### src/rtl/gpio_core.sv
// gpio_core: hardware side of the 32-bit GPIO peripheral
//   clk_i, rst_i   single clock, asynchronous active-high reset
//   reg2hw_i       register-file outputs (q/qe fields)
//   hw2reg_o       register-file updates (d/de fields)
//   cio_gpio_i     pad inputs, asynchronous to clk_i
//   cio_gpio_o     pad output data
//   cio_gpio_en_o  pad output enables (1 = drive)
//   intr_gpio_o    per-pin interrupt, level, registered
package gpio_pkg;
    typedef struct packed { logic [31:0] q; } gpio_q32_t;
    typedef struct packed { logic [31:0] q; logic qe; } gpio_q32e_t;
    typedef struct packed { logic [15:0] q; logic qe; } gpio_q16e_t;
    typedef struct packed { gpio_q16e_t data; gpio_q16e_t mask; } gpio_masked_q_t;

    typedef struct packed { logic [31:0] d; logic de; } gpio_d32_t;
    typedef struct packed { logic [15:0] d; logic de; } gpio_d16_t;
    typedef struct packed { gpio_d16_t data; gpio_d16_t mask; } gpio_masked_d_t;

    typedef struct packed {
        gpio_q32_t      intr_state;
        gpio_q32_t      intr_enable;
        gpio_q32e_t     intr_test;
        gpio_q32_t      intr_ctrl_en_rising;
        gpio_q32_t      intr_ctrl_en_falling;
        gpio_q32_t      intr_ctrl_en_lvlhigh;
        gpio_q32_t      intr_ctrl_en_lvllow;
        gpio_q32_t      ctrl_en_input_filter;
        gpio_q32e_t     direct_out;
        gpio_masked_q_t masked_out_lower;
        gpio_masked_q_t masked_out_upper;
        gpio_q32e_t     direct_oe;
        gpio_masked_q_t masked_oe_lower;
        gpio_masked_q_t masked_oe_upper;
    } gpio_reg2hw_t;

    typedef struct packed {
        gpio_d32_t      intr_state;
        gpio_d32_t      data_in;
        gpio_d32_t      direct_out;
        gpio_masked_d_t masked_out_lower;
        gpio_masked_d_t masked_out_upper;
        gpio_d32_t      direct_oe;
        gpio_masked_d_t masked_oe_lower;
        gpio_masked_d_t masked_oe_upper;
    } gpio_hw2reg_t;
endpackage

module gpio_core
    import gpio_pkg::*;
#(
    parameter int FilterCycles = 16
) (
    input  logic         clk_i,
    input  logic         rst_i,
    input  gpio_reg2hw_t reg2hw_i,
    output gpio_hw2reg_t hw2reg_o,
    input  logic [31:0]  cio_gpio_i,
    output logic [31:0]  cio_gpio_o,
    output logic [31:0]  cio_gpio_en_o,
    output logic [31:0]  intr_gpio_o
);
    localparam int CW = $clog2(FilterCycles);
    localparam logic [CW-1:0] CMAX = CW'(FilterCycles - 1);

    logic [31:0]   sync1_q, sync1_d, s_q, s_d, s_prev_q, s_prev_d;
    logic [31:0]   filt_q, filt_d, filt_dly_q, filt_dly_d;
    logic [31:0]   out_q, out_d, oe_q, oe_d, intr_q, intr_d;
    logic [31:0]   ev, new_ev;
    logic [CW-1:0] cnt_q [32];
    logic [CW-1:0] cnt_d [32];

    // Masked halves apply independently; a direct write in the same cycle overrides both.
    function automatic logic [31:0] wr_next(logic [31:0] cur, gpio_q32e_t dir,
                                            gpio_masked_q_t lo, gpio_masked_q_t hi);
        logic [31:0] v;
        v = cur;
        if (lo.data.qe && lo.mask.qe) v[15:0] = (lo.data.q & lo.mask.q) | (cur[15:0] & ~lo.mask.q);
        if (hi.data.qe && hi.mask.qe) v[31:16] = (hi.data.q & hi.mask.q) | (cur[31:16] & ~hi.mask.q);
        return dir.qe ? dir.q : v;
    endfunction

    always_comb begin
        sync1_d  = cio_gpio_i;
        s_d      = sync1_q;
        s_prev_d = s_q;
        for (int i = 0; i < 32; i++) begin
            // Held at 0 while unfiltered, so enabling the filter always restarts the count.
            cnt_d[i]  = (!reg2hw_i.ctrl_en_input_filter.q[i] || s_q[i] != s_prev_q[i]) ? '0 :
                        (cnt_q[i] == CMAX ? CMAX : cnt_q[i] + CW'(1));
            filt_d[i] = (!reg2hw_i.ctrl_en_input_filter.q[i] || cnt_d[i] == CMAX) ? s_q[i] : filt_q[i];
        end
        filt_dly_d = filt_q;
        out_d = wr_next(out_q, reg2hw_i.direct_out, reg2hw_i.masked_out_lower, reg2hw_i.masked_out_upper);
        oe_d  = wr_next(oe_q, reg2hw_i.direct_oe, reg2hw_i.masked_oe_lower, reg2hw_i.masked_oe_upper);
        ev = (filt_q & ~filt_dly_q & reg2hw_i.intr_ctrl_en_rising.q)
           | (~filt_q & filt_dly_q & reg2hw_i.intr_ctrl_en_falling.q)
           | (filt_q & reg2hw_i.intr_ctrl_en_lvlhigh.q)
           | (~filt_q & reg2hw_i.intr_ctrl_en_lvllow.q);
        new_ev = ev | (reg2hw_i.intr_test.qe ? reg2hw_i.intr_test.q : '0);
        intr_d = reg2hw_i.intr_state.q & reg2hw_i.intr_enable.q;
    end

    always_ff @(posedge clk_i or posedge rst_i) begin
        if (rst_i) begin
            sync1_q    <= '0;
            s_q        <= '0;
            s_prev_q   <= '0;
            filt_q     <= '0;
            filt_dly_q <= '0;
            out_q      <= '0;
            oe_q       <= '0;
            intr_q     <= '0;
            cnt_q      <= '{default: '0};
        end else begin
            sync1_q    <= sync1_d;
            s_q        <= s_d;
            s_prev_q   <= s_prev_d;
            filt_q     <= filt_d;
            filt_dly_q <= filt_dly_d;
            out_q      <= out_d;
            oe_q       <= oe_d;
            intr_q     <= intr_d;
            cnt_q      <= cnt_d;
        end
    end

    // Setting de together with the OR-ed value lets a same-cycle event beat a W1C write.
    always_comb begin
        hw2reg_o.intr_state.d            = reg2hw_i.intr_state.q | new_ev;
        hw2reg_o.intr_state.de           = |new_ev;
        hw2reg_o.data_in.d               = filt_q;
        hw2reg_o.data_in.de              = 1'b1;
        hw2reg_o.direct_out.d            = out_q;
        hw2reg_o.direct_out.de           = 1'b1;
        hw2reg_o.masked_out_lower.data.d = out_q[15:0];
        hw2reg_o.masked_out_lower.data.de = 1'b1;
        hw2reg_o.masked_out_lower.mask.d = '0;
        hw2reg_o.masked_out_lower.mask.de = 1'b1;
        hw2reg_o.masked_out_upper.data.d = out_q[31:16];
        hw2reg_o.masked_out_upper.data.de = 1'b1;
        hw2reg_o.masked_out_upper.mask.d = '0;
        hw2reg_o.masked_out_upper.mask.de = 1'b1;
        hw2reg_o.direct_oe.d             = oe_q;
        hw2reg_o.direct_oe.de            = 1'b1;
        hw2reg_o.masked_oe_lower.data.d  = oe_q[15:0];
        hw2reg_o.masked_oe_lower.data.de = 1'b1;
        hw2reg_o.masked_oe_lower.mask.d  = '0;
        hw2reg_o.masked_oe_lower.mask.de = 1'b1;
        hw2reg_o.masked_oe_upper.data.d  = oe_q[31:16];
        hw2reg_o.masked_oe_upper.data.de = 1'b1;
        hw2reg_o.masked_oe_upper.mask.d  = '0;
        hw2reg_o.masked_oe_upper.mask.de = 1'b1;
    end

    assign cio_gpio_o    = out_q;
    assign cio_gpio_en_o = oe_q;
    assign intr_gpio_o   = intr_q;
endmodule

### config.mk
export PLATFORM = sky130hd
export DESIGN_NAME = gpio_core
export DESIGN_NICKNAME = d
export VERILOG_FILES = /design/src/rtl/gpio_core.sv
export SDC_FILE = /design/constraint.sdc
export NUM_CORES = 1
export LEC_CHECK = 0
export CAP_MARGIN = 5
export CORE_AREA = 2 2 335 337
export DETAILED_ROUTE_END_ITERATION = 7
export DIE_AREA = 0 0 337 339
export MAX_ROUTING_LAYER = met4
export PLACE_DENSITY = 0.45
export SYNTH_ARGS = -nofsm -noshare
export SYNTH_HDL_FRONTEND = slang
export SYNTH_SLANG_ARGS = --single-unit
### constraint.sdc
create_clock -name clk_i -period 12.7 [get_ports clk_i]
set_input_delay 2.54 -clock clk_i [delete_from_list [all_inputs] [get_ports clk_i]]
set_output_delay 2.54 -clock clk_i [all_outputs]
set_load 0.005 [all_outputs]
==> results.md <==
* Status: finished, final reports clean
* Initial antenna violation count at 29
* Worst Tran Pin Value at 1.10 ns
* Netlist Area Pre-Place at roughly 0.018 mm^2
* Post-CTS Setup Bufs at 0
* Most Frequent Cell on Critical Path: clkdlybuf4s50_1
* Nets at 3012
* Yosys cell types at 40
* Largest family of logic cells by synthesized area: simple AND/OR/NAND/NOR gates
* CTS Hold Bufs at 0
* Largest net degree at the start of global routing at between 100 and 150
* Reg-to-Reg End: filt_dly_d[11]
* Hold Crit Depth at 0
* Cell family with most CP delay: compound AO/OA/AOI/OAI gates
* Sequential-to-total area share from yosys stat at 0.526
* Final Instance Count excl. Fillers at between 4000 and 5000
* DR DRC count at 0
* H-tree levels at 2
* CTS clk-pin slew, worst paths at ~0.05 ns
* Final setup viols at 0
* Max Cap Viol at 0
* FFs w/ async S/R, synth at 1.00
* Syn Area/Cell at 10.2 um^2
* Final-report hold violation count at 0
* Gr ovfl total at 0
* Setup_tns at 0 ns
* Post-synthesis cell type with the largest combined area: dfrtp_1
* Reg-to-reg startpoint: cnt_q[80]
* Clock buffer count from CTS at 50
* DPL Wire Length at 60.5 mm
* Commonest cells after routing, fill and taps aside: 778 x clkdlybuf4s50_1, 384 x dfrtp_1, 218 x nand2_1
* Post_cts resized at 0
* FF+latch area at just under 0.01 mm^2
* Bufs on Longest Clock Path at 3
* CTS tree: done
* Core area at approximately 0.11 mm^2
* Gate power share at 0.166
* Multiplexer share of the synthesized area at 0.0448
* Crit end category: output pin
* Area growth, synth to finish at 56.1%
* CP Class: input port to output pin
* Req. time, crit path at slightly above 10 ns
* NetSw at about 0.91 mW
* Clock Root Buffer: clkbuf_16
* Synth Area in XOR/XNOR at 0.0154
* LEAKAGE at approximately 12 nW
* Commonest non-fill, non-tap cell in the layout: clkdlybuf4s50_1
* Hold endpoint: s_prev_d[28]
* Setup WS pre-CTS at between 5 and 6 ns
* Fin crit share at 0.599
* HP Start: s_d[28]
* Slew Viols, Final at 0
* Vias in the first global route at approximately 15000
* FP Rows at around 120
* Total power at roughly 3.4 mW
* GRT Total Usage at 0.129
* Dominant synthesized flop cell: dfrtp_1
* DRT iter0 DRCs at just under 600
* Synth warnings at 0
* Avg WL per Cell at 18.5 um
* Die Height at ~340 um
* Clock latency on the worst-skew pair at a little over 0.6 ns
* Synthesized instance count at ~1800
* Max frequency at 131 MHz
* Synth Area in Simple Gates at 0.154
* Multi-input logic area at about 0.007 mm^2
* Fin worst setup slack at approximately 5 ns
* Startpoint Class: input port
* Cells after DPL at a little under 4000
* Cells on worst reg2reg path at 6
* Vias per cell at 3.77
* Internal power at roughly 2.5 mW
* RD Place Congestion at between 0.7 and 0.8
* Sequential power share at 0.402
* Post-Synth Adder-Cell Area at 0.0318
* Die width at about 340 um
* WL final at approximately 74 mm
* Synth Area in Compound Gates at 0.121
* CP max stage cell: a2111oi_0
* Synth top area cells: dfrtp_1 53%, buf_4 8.3%, nand2_1 4.5%
* CP max stage delay at 0.83 ns
* Reg-to-reg setup timing slack at 10.83 ns
* VDD IR max at 86.2 uV
* Worst-path fanout max at 2
* Switching share of power at 0.264
* # clock sinks at approximately 380
* Share of post-route cells with drive strength above 1 at 0.0471
* Tmin final at approximately 7.6 ns
* DRT Pass-1 Iters at 4
* Crit path DAT at about 5.1 ns
* Initial Util at 0.165
* First-pass GRT wire length at ~100 mm
* Flops & latches, synth at between 300 and 400
* Fillers at 11900
* Slew HR at 0.268
* Final clock skew at 0.0187 ns
* DR vias at 15200
* CP Cell Sequence: clkdlybuf4s50_1 > a211oi_1 > a31oi_1 > a2111oi_0 > nand4_1 > or3_1 > clkdlybuf4s50_1
* PortBufs at slightly below 800
* CP Buf/Inv Count at 2
* Clock Power Share at 0.432
* Worst min-delay path class: flop to flop
* PD cells at 121 mW/mm^2
* Yosys top cell area share at 0.526
* RSZ-0062 raised after global routing: no
* Ports at 857
* Die area at ~0.11 mm^2
* Final ANT Viol Nets at 0
* EDFF count, synth at 0
power by group through the flow:
stage          clock (mW)  sequential [mW]  combinational [mW]
5_1_grt              1.61             1.40               0.621
2_1_floorplan           0             1.38               0.237
3_3_place_gp            0             1.41               0.582
6_report             1.49             1.38               0.570
3_5_place_dp            0             1.41               0.581
4_1_cts              1.56             1.38               0.584
how the worst max path moves through the flow:
stage / slack, ns / end / startpoint / cells after the start
after floorplan: 5.00 / async pin / rst_i / 1
after global placement: 5.03 / hw2reg_o[235] / reg2hw_i[314] / 7
after detailed placement: 5.06 / hw2reg_o[235] / reg2hw_i[298] / 7
after CTS: 5.06 / hw2reg_o[235] / reg2hw_i[298] / 7
after global routing: 4.96 / hw2reg_o[235] / reg2hw_i[298] / 7
final: 5.09 / hw2reg_o[235] / reg2hw_i[314] / 7
Yosys cell counts, drive strengths merged (24+ instances only):
cell type / count
and2: 43
a31oi: 64
mux2i: 66
nand2: 218
inv: 83
nor3: 45
nor2: 72
nand3: 78
a21oi: 61
a211oi: 40
nor2b: 24
nand2b: 33
dfrtp: 384
a211o: 30
clkbuf: 25
o21ai: 113
xnor2: 32
ha: 32
buf: 204
routing by layer:
| layer | vias to the layer above | routed length, um | track usage | share of wire |
|---|---|---|---|---|
| met2 | 522 | 32900 | 0.192 | 0.44 |
| met3 | 76 | 7150 | 0.0517 | 0.096 |
| met4 | 0 | 1730 | 0.0402 | 0.023 |
| met1 | 7181 | 32600 | 0.159 | 0.44 |
| li1 | 7427 | - | - | - |
| met5 | - | 0 | - | 0 |
worst reg2reg max path, cell delays in order, from the launching register on:
cell     delay [ns]
dfrtp_1        0.39
ha_1           0.32
inv_1          0.06
nor4b_1        0.26
a22oi_1        0.12
o21ai_0        0.26
mux2_2         0.36
area by class of cell:
class | count | share of cell area
diodes | 17 | 0.00149
clock buffers | 77 | 0.0531
clock inverters | 15 | 0.00790
inverters | 83 | 0.0111
multi-input cells | 1173 | 0.245
flip-flops and latches | 384 | 0.337
well taps | 1488 | 0.0653
repair buffers | 795 | 0.278
kinds of logic (layout without fill, tap and decap cells):
kind of cell / Yosys count / in the layout
other cells: 2 / 92
flops: 384 / 384
xor+xnor: 32 / 32
mux: 80 / 80
buf+inv: 312 / 970
fa+ha+maj: 50 / 50
simple gates: 581 / 581
compound gates: 355 / 355
through the flow:
step	instance area, um^2	hold slack [ns]	utilization
6_report	28500	0.345	0.258
5_1_grt	28500	0.351	0.258
4_1_cts	28500	0.347	0.258
3_5_place_dp	26700	0.335	0.242
3_3_place_gp	26700	0.332	0.242
2_1_floorplan	18500	0.331	-
(Power assumes the default switching activity.)
